`src/rtl/multi_channel_capture_timer.sv`:
```
// multi_channel_capture_timer: per-channel elapsed-time counters with capture FIFOs, alarms and a shared read port
module multi_channel_capture_timer #(
   parameter int TIMER_BITWIDTH = 32,
   parameter int NB_CHANNELS    = 10,
   parameter int CAPTURE_DEPTH  = 4,
   parameter int CH_W           = (NB_CHANNELS > 1) ? $clog2(NB_CHANNELS) : 1
) (
   input  logic                                  clk,
   input  logic                                  areset_n,
   input  logic                                  sreset,
   input  logic [NB_CHANNELS-1:0]                start_i,
   input  logic [NB_CHANNELS-1:0]                capture_i,
   input  logic [NB_CHANNELS-1:0]                rst_capture_i,
   input  logic [NB_CHANNELS-1:0]                alarm_en_i,
   input  logic [NB_CHANNELS-1:0]                alarm_periodic_i,
   input  logic [NB_CHANNELS*TIMER_BITWIDTH-1:0] alarm_value_i,
   input  logic                                  rd_req_i,
   input  logic [CH_W-1:0]                       rd_ch_i,
   output logic                                  rd_valid_o,
   output logic [TIMER_BITWIDTH-1:0]             rd_data_o,
   output logic [NB_CHANNELS-1:0]                rd_empty_o,
   output logic [NB_CHANNELS-1:0]                running_o,
   output logic [NB_CHANNELS-1:0]                alarm_o,
   output logic [NB_CHANNELS-1:0]                ovf_o,
   output logic [NB_CHANNELS-1:0]                wrap_o
);
   localparam int W  = TIMER_BITWIDTH;
   localparam int AW = $clog2(CAPTURE_DEPTH);
   typedef enum logic {IDLE, RUN} state_t;
   state_t                 state_q [NB_CHANNELS];
   state_t                 state_d [NB_CHANNELS];
   logic [W-1:0]           cnt_q [NB_CHANNELS];
   logic [W-1:0]           cnt_d [NB_CHANNELS];
   logic [AW:0]            wr_ptr_q [NB_CHANNELS];
   logic [AW:0]            wr_ptr_d [NB_CHANNELS];
   logic [AW:0]            rd_ptr_q [NB_CHANNELS];
   logic [AW:0]            rd_ptr_d [NB_CHANNELS];
   logic [W-1:0]           mem [NB_CHANNELS][CAPTURE_DEPTH];
   logic [NB_CHANNELS-1:0] armed_q, armed_d, alarm_d, wrap_d, ovf_d;
   logic [NB_CHANNELS-1:0] full, pop, push, match;
   logic                   rd_ok, rd_valid_d;
   logic [W-1:0]           rd_data_d;
   // FIFO occupancy, read-port selection and alarm match for every channel
   always_comb begin
      rd_ok = rd_req_i && (32'(rd_ch_i) < NB_CHANNELS);
      for (int c = 0; c < NB_CHANNELS; c++) begin
         rd_empty_o[c] = wr_ptr_q[c] == rd_ptr_q[c];
         full[c]       = wr_ptr_q[c] == {~rd_ptr_q[c][AW], rd_ptr_q[c][AW-1:0]};
         pop[c]        = rd_ok && rd_ch_i == CH_W'(c) && !rd_empty_o[c];
         push[c]       = capture_i[c] && !rst_capture_i[c] && (!full[c] || pop[c]);
         match[c]      = state_q[c] == RUN && armed_q[c] && cnt_q[c] == alarm_value_i[c*W +: W];
         running_o[c]  = state_q[c] == RUN;
      end
   end
   // Per-channel next state: rst_capture beats start, start beats alarm match, match beats counting
   always_comb begin
      rd_valid_d = |pop;
      rd_data_d  = rd_data_o;
      for (int c = 0; c < NB_CHANNELS; c++) begin
         if (pop[c]) rd_data_d = mem[c][rd_ptr_q[c][AW-1:0]];
         state_d[c]  = state_q[c];
         cnt_d[c]    = cnt_q[c];
         armed_d[c]  = armed_q[c] && alarm_en_i[c];
         alarm_d[c]  = 1'b0;
         wrap_d[c]   = wrap_o[c];
         ovf_d[c]    = ovf_o[c] || (capture_i[c] && full[c] && !pop[c]);
         wr_ptr_d[c] = wr_ptr_q[c] + (AW+1)'(push[c]);
         rd_ptr_d[c] = rd_ptr_q[c] + (AW+1)'(pop[c]);
         if (rst_capture_i[c] || sreset) begin
            state_d[c]  = IDLE;
            cnt_d[c]    = '0;
            armed_d[c]  = 1'b0;
            wrap_d[c]   = 1'b0;
            ovf_d[c]    = 1'b0;
            wr_ptr_d[c] = '0;
            rd_ptr_d[c] = '0;
         end else if (start_i[c]) begin
            state_d[c] = RUN;
            cnt_d[c]   = '0;
            armed_d[c] = alarm_en_i[c];
         end else if (match[c]) begin
            alarm_d[c] = 1'b1;
            state_d[c] = alarm_periodic_i[c] ? RUN : IDLE;
            cnt_d[c]   = alarm_periodic_i[c] ? '0 : cnt_q[c];
            armed_d[c] = alarm_periodic_i[c] && alarm_en_i[c];
         end else if (state_q[c] == RUN) begin
            cnt_d[c]  = cnt_q[c] + W'(1);
            wrap_d[c] = wrap_o[c] || (&cnt_q[c]);
         end
      end
      if (sreset) begin
         rd_valid_d = 1'b0;
         rd_data_d  = '0;
      end
   end
   // State registers; sreset is folded into the next-state logic above
   always_ff @(posedge clk or negedge areset_n) begin
      if (!areset_n) begin
         for (int c = 0; c < NB_CHANNELS; c++) begin
            state_q[c]  <= IDLE;
            cnt_q[c]    <= '0;
            wr_ptr_q[c] <= '0;
            rd_ptr_q[c] <= '0;
         end
         armed_q    <= '0;
         alarm_o    <= '0;
         ovf_o      <= '0;
         wrap_o     <= '0;
         rd_valid_o <= 1'b0;
         rd_data_o  <= '0;
      end else begin
         for (int c = 0; c < NB_CHANNELS; c++) begin
            state_q[c]  <= state_d[c];
            cnt_q[c]    <= cnt_d[c];
            wr_ptr_q[c] <= wr_ptr_d[c];
            rd_ptr_q[c] <= rd_ptr_d[c];
         end
         armed_q    <= armed_d;
         alarm_o    <= alarm_d;
         ovf_o      <= ovf_d;
         wrap_o     <= wrap_d;
         rd_valid_o <= rd_valid_d;
         rd_data_o  <= rd_data_d;
      end
   end
   // Capture storage; contents are don't-care until pointers say otherwise
   always_ff @(posedge clk) begin
      for (int c = 0; c < NB_CHANNELS; c++)
         if (push[c]) mem[c][wr_ptr_q[c][AW-1:0]] <= cnt_q[c];
   end
endmodule

```
`config.mk`:
```
export PLATFORM = sky130hd
export DESIGN_NAME = multi_channel_capture_timer
export DESIGN_NICKNAME = d
export VERILOG_FILES = /design/src/rtl/multi_channel_capture_timer.sv
export SDC_FILE = /design/constraint.sdc
export NUM_CORES = 2
export LEC_CHECK = 0
export ABC_AREA = 1
export CAP_MARGIN = 40
export CORE_ASPECT_RATIO = 1.5
export CORE_MARGIN = 10
export CORE_UTILIZATION = 35
export DETAILED_ROUTE_END_ITERATION = 8
export PLACE_DENSITY = 0.59
export SETUP_SLACK_MARGIN = 0.05
export SKIP_LAST_GASP = 1
export SLEW_MARGIN = 20
export SYNTH_ARGS = -nofsm -noshare
export SYNTH_HDL_FRONTEND = slang
export SYNTH_SLANG_ARGS = --single-unit
```
`constraint.sdc`:
```
create_clock -name clk -period 11.3 [get_ports clk]
set_clock_uncertainty 0.2 [all_clocks]
set_input_delay 2.26 -clock clk [delete_from_list [all_inputs] [get_ports clk]]
set_output_delay 2.26 -clock clk [all_outputs]
set_load 0.02 [all_outputs]
```
Word level (Yosys, flattened, before mapping)
Memories as Yosys holds them, arrays and structs flattened.
Index checks and enable logic that the tools add are counted.
{ "op_classes": {"add_sub_neg": 30, "n_lt_le_gt_ge": 31, "n_eq_ne": 69, "muxes": 302, "n_bitwise": 30, "n_reduce_logical": 254} }
{ "ops": {"columns": ["cell", "count"], "rows": [
  ["two-way mux 32 bit", 91],
  ["two-way mux 128 bit", 10],
  ["binary-select mux 32 bit (select 2 bit)", 10],
  ["demux 32 bit (select 2 bit)", 10],
  ["adder 32 x 1 -> 32 bit, second input constant", 10],
  ["equality test 32 bit", 10],
  ["AND reduction 32 bit", 10],
  ["two-way mux 1 bit", 161],
  ["logical AND 1 bit", 111],
  ["adder 3 x 1 -> 3 bit", 20],
  ["equality test 3 bit", 20],
  ["greater-or-equal comparator 3 bit, second input constant", 20],
  ["two-way mux 3 bit", 20],
  ["inverter 2 -> 3 bit", 20],
  ["zero test 1 bit", 40],
  ["logical OR 1 bit", 40],
  ["!= test 2 x 1 -> 1 bit, second input constant", 20],
  ["!= test 4 x 3 -> 1 bit, second input constant", 10],
  ["nonzero test 4 bit", 10],
  ["less-than comparator 3 x 1 -> 1 bit, second input constant", 10],
  ["AND reduction 3 bit", 10],
  ["nonzero test 3 bit", 10],
  ["AND reduction 2 bit", 10],
  ["nonzero test 2 bit", 10],
  ["other kinds (9)", 23]
]} }
{ "word_totals": {"reg_bits": 463, "ram_bits": 1280, "input_bits": 378, "output_inout_bits": 83, "wordCells": 772, "n_memories": 1} }
{ "mem_list": {"columns": ["memory", "words", "word_bits", "read_ports", "rd_ports_with_merged_regs", "wr", "line_no", "source"], "rows": [
  ["mem", 10, 128, 10, 0, 10, "38", "logic [W-1:0] mem [NB_CHANNELS][CAPTURE_DEPTH];"]
]} }

Longest topological paths before layout
{ "depth": {"word_depth": 15, "depth_mapped": 20, "depth_no_buf": 19} }

Least setup slack after synthesis
Ideal clock, no wire load.
{ "synth_path": {"path_type": "input port to flip-flop", "startpoint": "input rd_ch_i[1]", "endpoint": "memory mem[8][0] (netlist bit) (enable)", "setup_ns": 0.461, "arrival_time_ns": 5.734, "required_ns": 10.639, "slack_ns": 4.904, "path_stages": 8, "path_buffers": 1, "cell_sequence": "o21ai_2 nand4_1 nor3_2 inv_1 clkbuf_1 nand2_1 nand3_1 nor3_1"} }
{ "synth_rtl": {"columns": ["item", "line_no", "source"], "rows": [
  ["from (decl)", "18", "input logic [CH_W-1:0] rd_ch_i,"],
  ["to (decl)", "38", null]
]} }

Final worst setup path
{ "layout_path": {"startpoint": "register rd_ptr_q[3] (netlist bit)", "endpoint": "output rd_empty_o[8]"} }
{ "layout_between": {"elab_chain_len": 1} }
{ "layout_lines": {"columns": ["item", "line_no", "source"], "rows": [
  ["from (decl)", "36", "logic [AW:0] rd_ptr_q [NB_CHANNELS];"],
  ["from (signal, indexed assignment)", "116", "rd_ptr_q[c] <= rd_ptr_d[c];"],
  ["equality test 3 bit", "47", "rd_empty_o[c] = wr_ptr_q[c] == rd_ptr_q[c];"],
  ["to (decl)", "21", "output logic [NB_CHANNELS-1:0] rd_empty_o,"]
]} }
Every way passes these cells.

==> results by group <==
Outcome
  – Status: finished, final reports clean

Timing
  – Max-slew violations: 0
  – Setup_tns: 0 ns
  – Fmax: about 170 MHz
  – Final WS setup: around 5.3 ns
  – Final min period: 6.02 ns
  – Worst slew margin: 30.9%
  – Final Cycle Share: 53.3%
  – Hold Vio Cnt, Final: 0
  – Worst Hold Slack: between 0.2 and 0.3 ns
  – Slew @ Worst Pin: between 1 and 1.5 ns
  – RSZ-0062 raised after global routing: no
  – Endpoints failing setup: 0

Clock tree
  – CTS resizes: 0
  – H-tree levels: 4
  – Clock transition at path regs: roughly 0.070 ns
  – Postcts setup bufs: 0
  – CTS Root Buffer Type: clkbuf_16
  – Max Root-Sink Buffers: 4
  – CTS tree: yes
  – Hold buffer count at cts: 0
  – CTS Sinks: around 1700
  – CTS Buf Count: ~180
  – Worst skew pair latency: between 0.8 and 0.9 ns

Power and ir drop
  – Leak Pwr: around 39 nW
  – Pwr Density: 132 nW/um^2
  – Worst vdd ir: approximately 0.10 mV

Cells and area
  – Syn-to-layout area delta: 16.1%
  – Final #Nets: between 10000 and 15000
  – # fillers: roughly 24000
  – Most frequent cells in the layout: nand2_1 (2151), edfxtp_1 (1280), inv_1 (913)
  – Final instance count without filler cells: around 13000
  – Most common cell after layout, fill and taps aside: nand2_1
  – Register area: roughly 50000 um^2
  – Area of the multi-input gates: between 30000 and 40000 um^2
  – Layout cells sized above 1: between 6 and 7%

Yosys
  – Average cell area after synthesis: roughly 9.3 um^2
  – Register area share after synthesis: 57.6%
  – Main synth FF type: edfxtp_1
  – Cell area after synthesis: just under 90000 um^2
  – Flip-flop and latch count after synthesis: around 1700
  – Syn_nets: 9773
  – Cells after synthesis: a little over 9000
  – EDFF count, synth: between 1000 and 1500
  – Ys Warns: 0
  – Async SR Flop Fraction: roughly a quarter
  – Count of cell types in the netlist: 56

Worst setup path
  – Setup crit start kind: flip-flop
  – Critical Path End Type: primary output
  – Data required time of the worst path: 8.84 ns
  – Crit path kind: flip-flop to primary output
  – Critical Path Fanout Max: 31
  – Worst Setup SP: rd_ptr_q[3]$_DFF_PN0_
  – R2R Path Start: rd_ptr_q[24]$_DFF_PN0_
  – Critical Path AT: 3.56 ns
  – Reg2reg setup slack: 6.66 ns

Die
  – Std cell rows: approximately 220
  – Height of the chip: ~630 um
  – Ports: around 460
  – Die area: about 270000 um^2
  – Core Box Area: between 200000 and 250000 um^2
  – Die width: 427 um
  – Starting density of the core: a little over a third

Detailed routing
  – Routed vias: a little under 70000
  – DRT met1 WL: roughly 120000 um
  – Post-route ant nets: 0
  – Routed Wire Length: just over 300000 um
  – # DRC: 0
  – Wire per inst: ~23 um
  – First-iteration detailed-routing DRC count: about 5900
  – Met3 wire length: approximately 17000 um
  – WL met2: around 150000 um
  – Routed vias/inst: approximately 5.3
  – Top sig layer: met5
  – Drt first pass iters: 8

Global route
  – First-pass GRT wire length: 447000 um
  – Vias in the first global route: between 60000 and 70000
  – Largest net degree at the start of global routing: between 100 and 150
  – GR Util All Layers: 21.7%
  – Gr ovfl total: 0
  – Initial antenna violation count: 11

Place
  – I/O Buffers: 460
  – DPL Wire Length: between 200000 and 250000 um
  – Worst slack at placement: around 4.5 ns
  – Placed insts: 12800
  – Placer Congestion: just over 0.9

Min path
  – Hold WC Path Type: flip-flop to flip-flop
  – Hold path start: wr_ptr_q[8]$_DFF_PN0_

Run
  – Max Cap Viol: 0
[path summary, 6_finish.rpt]
path                                             end  cells past startpoint
setup / recovery                       rd_empty_o[8]                      7
hold / removal                 wr_ptr_q[8]$_DFF_PN0_                      1
setup reg to reg           rd_data_o[10]$_DFFE_PN0P_                     18
hold reg to reg                wr_ptr_q[8]$_DFF_PN0_                      1
max in group asynchronous      cnt_q[27]$_DFFE_PN0P_                      3
min in group asynchronous     cnt_q[130]$_DFFE_PN0P_                      1
[Yosys cell counts (11+ instances only)]
| master | number | share of area [%] |
|---|---|---|
| nor3_1 | 269 | 1.5 |
| buf_4 | 18 | 0.16 |
| nand3b_1 | 26 | 0.22 |
| dfrtp_1 | 463 | 13 |
| xor2_1 | 282 | 2.8 |
| inv_2 | 33 | 0.14 |
| o2111ai_1 | 20 | 0.20 |
| or2_1 | 11 | 0.079 |
| nand3_1 | 266 | 1.5 |
| a32o_1 | 51 | 0.59 |
| ha_1 | 50 | 0.72 |
| nand2_1 | 2153 | 9.3 |
| clkbuf_1 | 282 | 1.2 |
| nor4_1 | 153 | 1.1 |
| o21ai_0 | 657 | 3.8 |
| o221ai_1 | 25 | 0.25 |
| or2_2 | 105 | 0.76 |
| a21oi_1 | 318 | 1.8 |
| o21ai_1 | 95 | 0.55 |
| xnor2_1 | 130 | 1.3 |
| o22ai_1 | 93 | 0.67 |
| o211ai_1 | 20 | 0.17 |
| inv_1 | 918 | 4.0 |
| buf_1 | 33 | 0.14 |
| nor2_1 | 893 | 3.9 |
| a22oi_1 | 83 | 0.72 |
| edfxtp_1 | 1280 | 44 |
| buf_2 | 78 | 0.45 |
| clkbuf_2 | 12 | 0.069 |
| buf_6 | 24 | 0.31 |
| nand4_1 | 380 | 2.7 |
| nor3b_1 | 17 | 0.15 |
| a32oi_1 | 33 | 0.33 |
[sequential cells by signal, indices dropped and copies added, names as in the netlist, 10 cells and up]
name	flops
mem	1280
cnt_q	320
rd_data_o	32
rd_ptr_q	30
wr_ptr_q	30
alarm_o	10
armed_q	10
ovf_o	10
running_o	10
wrap_o	10
[final cells by class]
cell class,count,area share (%)
sequential,1743,49.6
multi-input combinational,6196,31.2
timing repair buffer,600,5.95
clock buffer,222,4.66
tap,3262,4.05
inverter,959,3.57
clock inverter,93,0.943
antenna,5,0.0124
[where the power goes]
part | switching, mW | leakage, nW | internal (mW) | total, mW
clock | 2.53 | 2.71 | 3.30 | 5.83
sequential | 0.0220 | 18.4 | 6.87 | 6.89
combinational | 0.385 | 18.0 | 0.229 | 0.614
total | 2.94 | 39.1 | 10.4 | 13.3
[cells by family (layout without fill, tap and decap cells)]
logic type | after synthesis | after routing | share of synthesized area [%]
flops | 1743 | 1743 | 57.6
fa+ha+maj | 50 | 50 | 0.720
other cells | 0 | 5 | 0
compound gates | 1418 | 1418 | 9.34
xor+xnor | 414 | 414 | 4.19
simple gates | 4314 | 4314 | 21.7
buf+inv | 1406 | 1874 | 6.49
[critical path, stage by stage (launching register included)]
cell	delay, ns
dfrtp_1	0.78
buf_4	0.44
inv_2	0.06
nand2_1	0.06
nand4_1	0.10
or2_1	0.23
inv_1	0.33
clkdlybuf4s50_1	0.70
[per-stage QoR]
stage	total power [mW]	cell area [um^2]	utilization, %
CTS	13.5	101000	40.9
detailed placement	7.64	95100	38.6
global route	13.7	101000	40.9
finish	13.3	101000	40.9
global placement	7.63	94700	38.4
floorplan	7.27	86900	-
[routing by layer]
layer	track usage (%)	vias to the layer above
met5	0	-
met4	9.47	8
met3	2.83	556
met2	38.1	2328
met1	26.4	34000
li1	-	32700
Power figures use the tool's default switching activity.
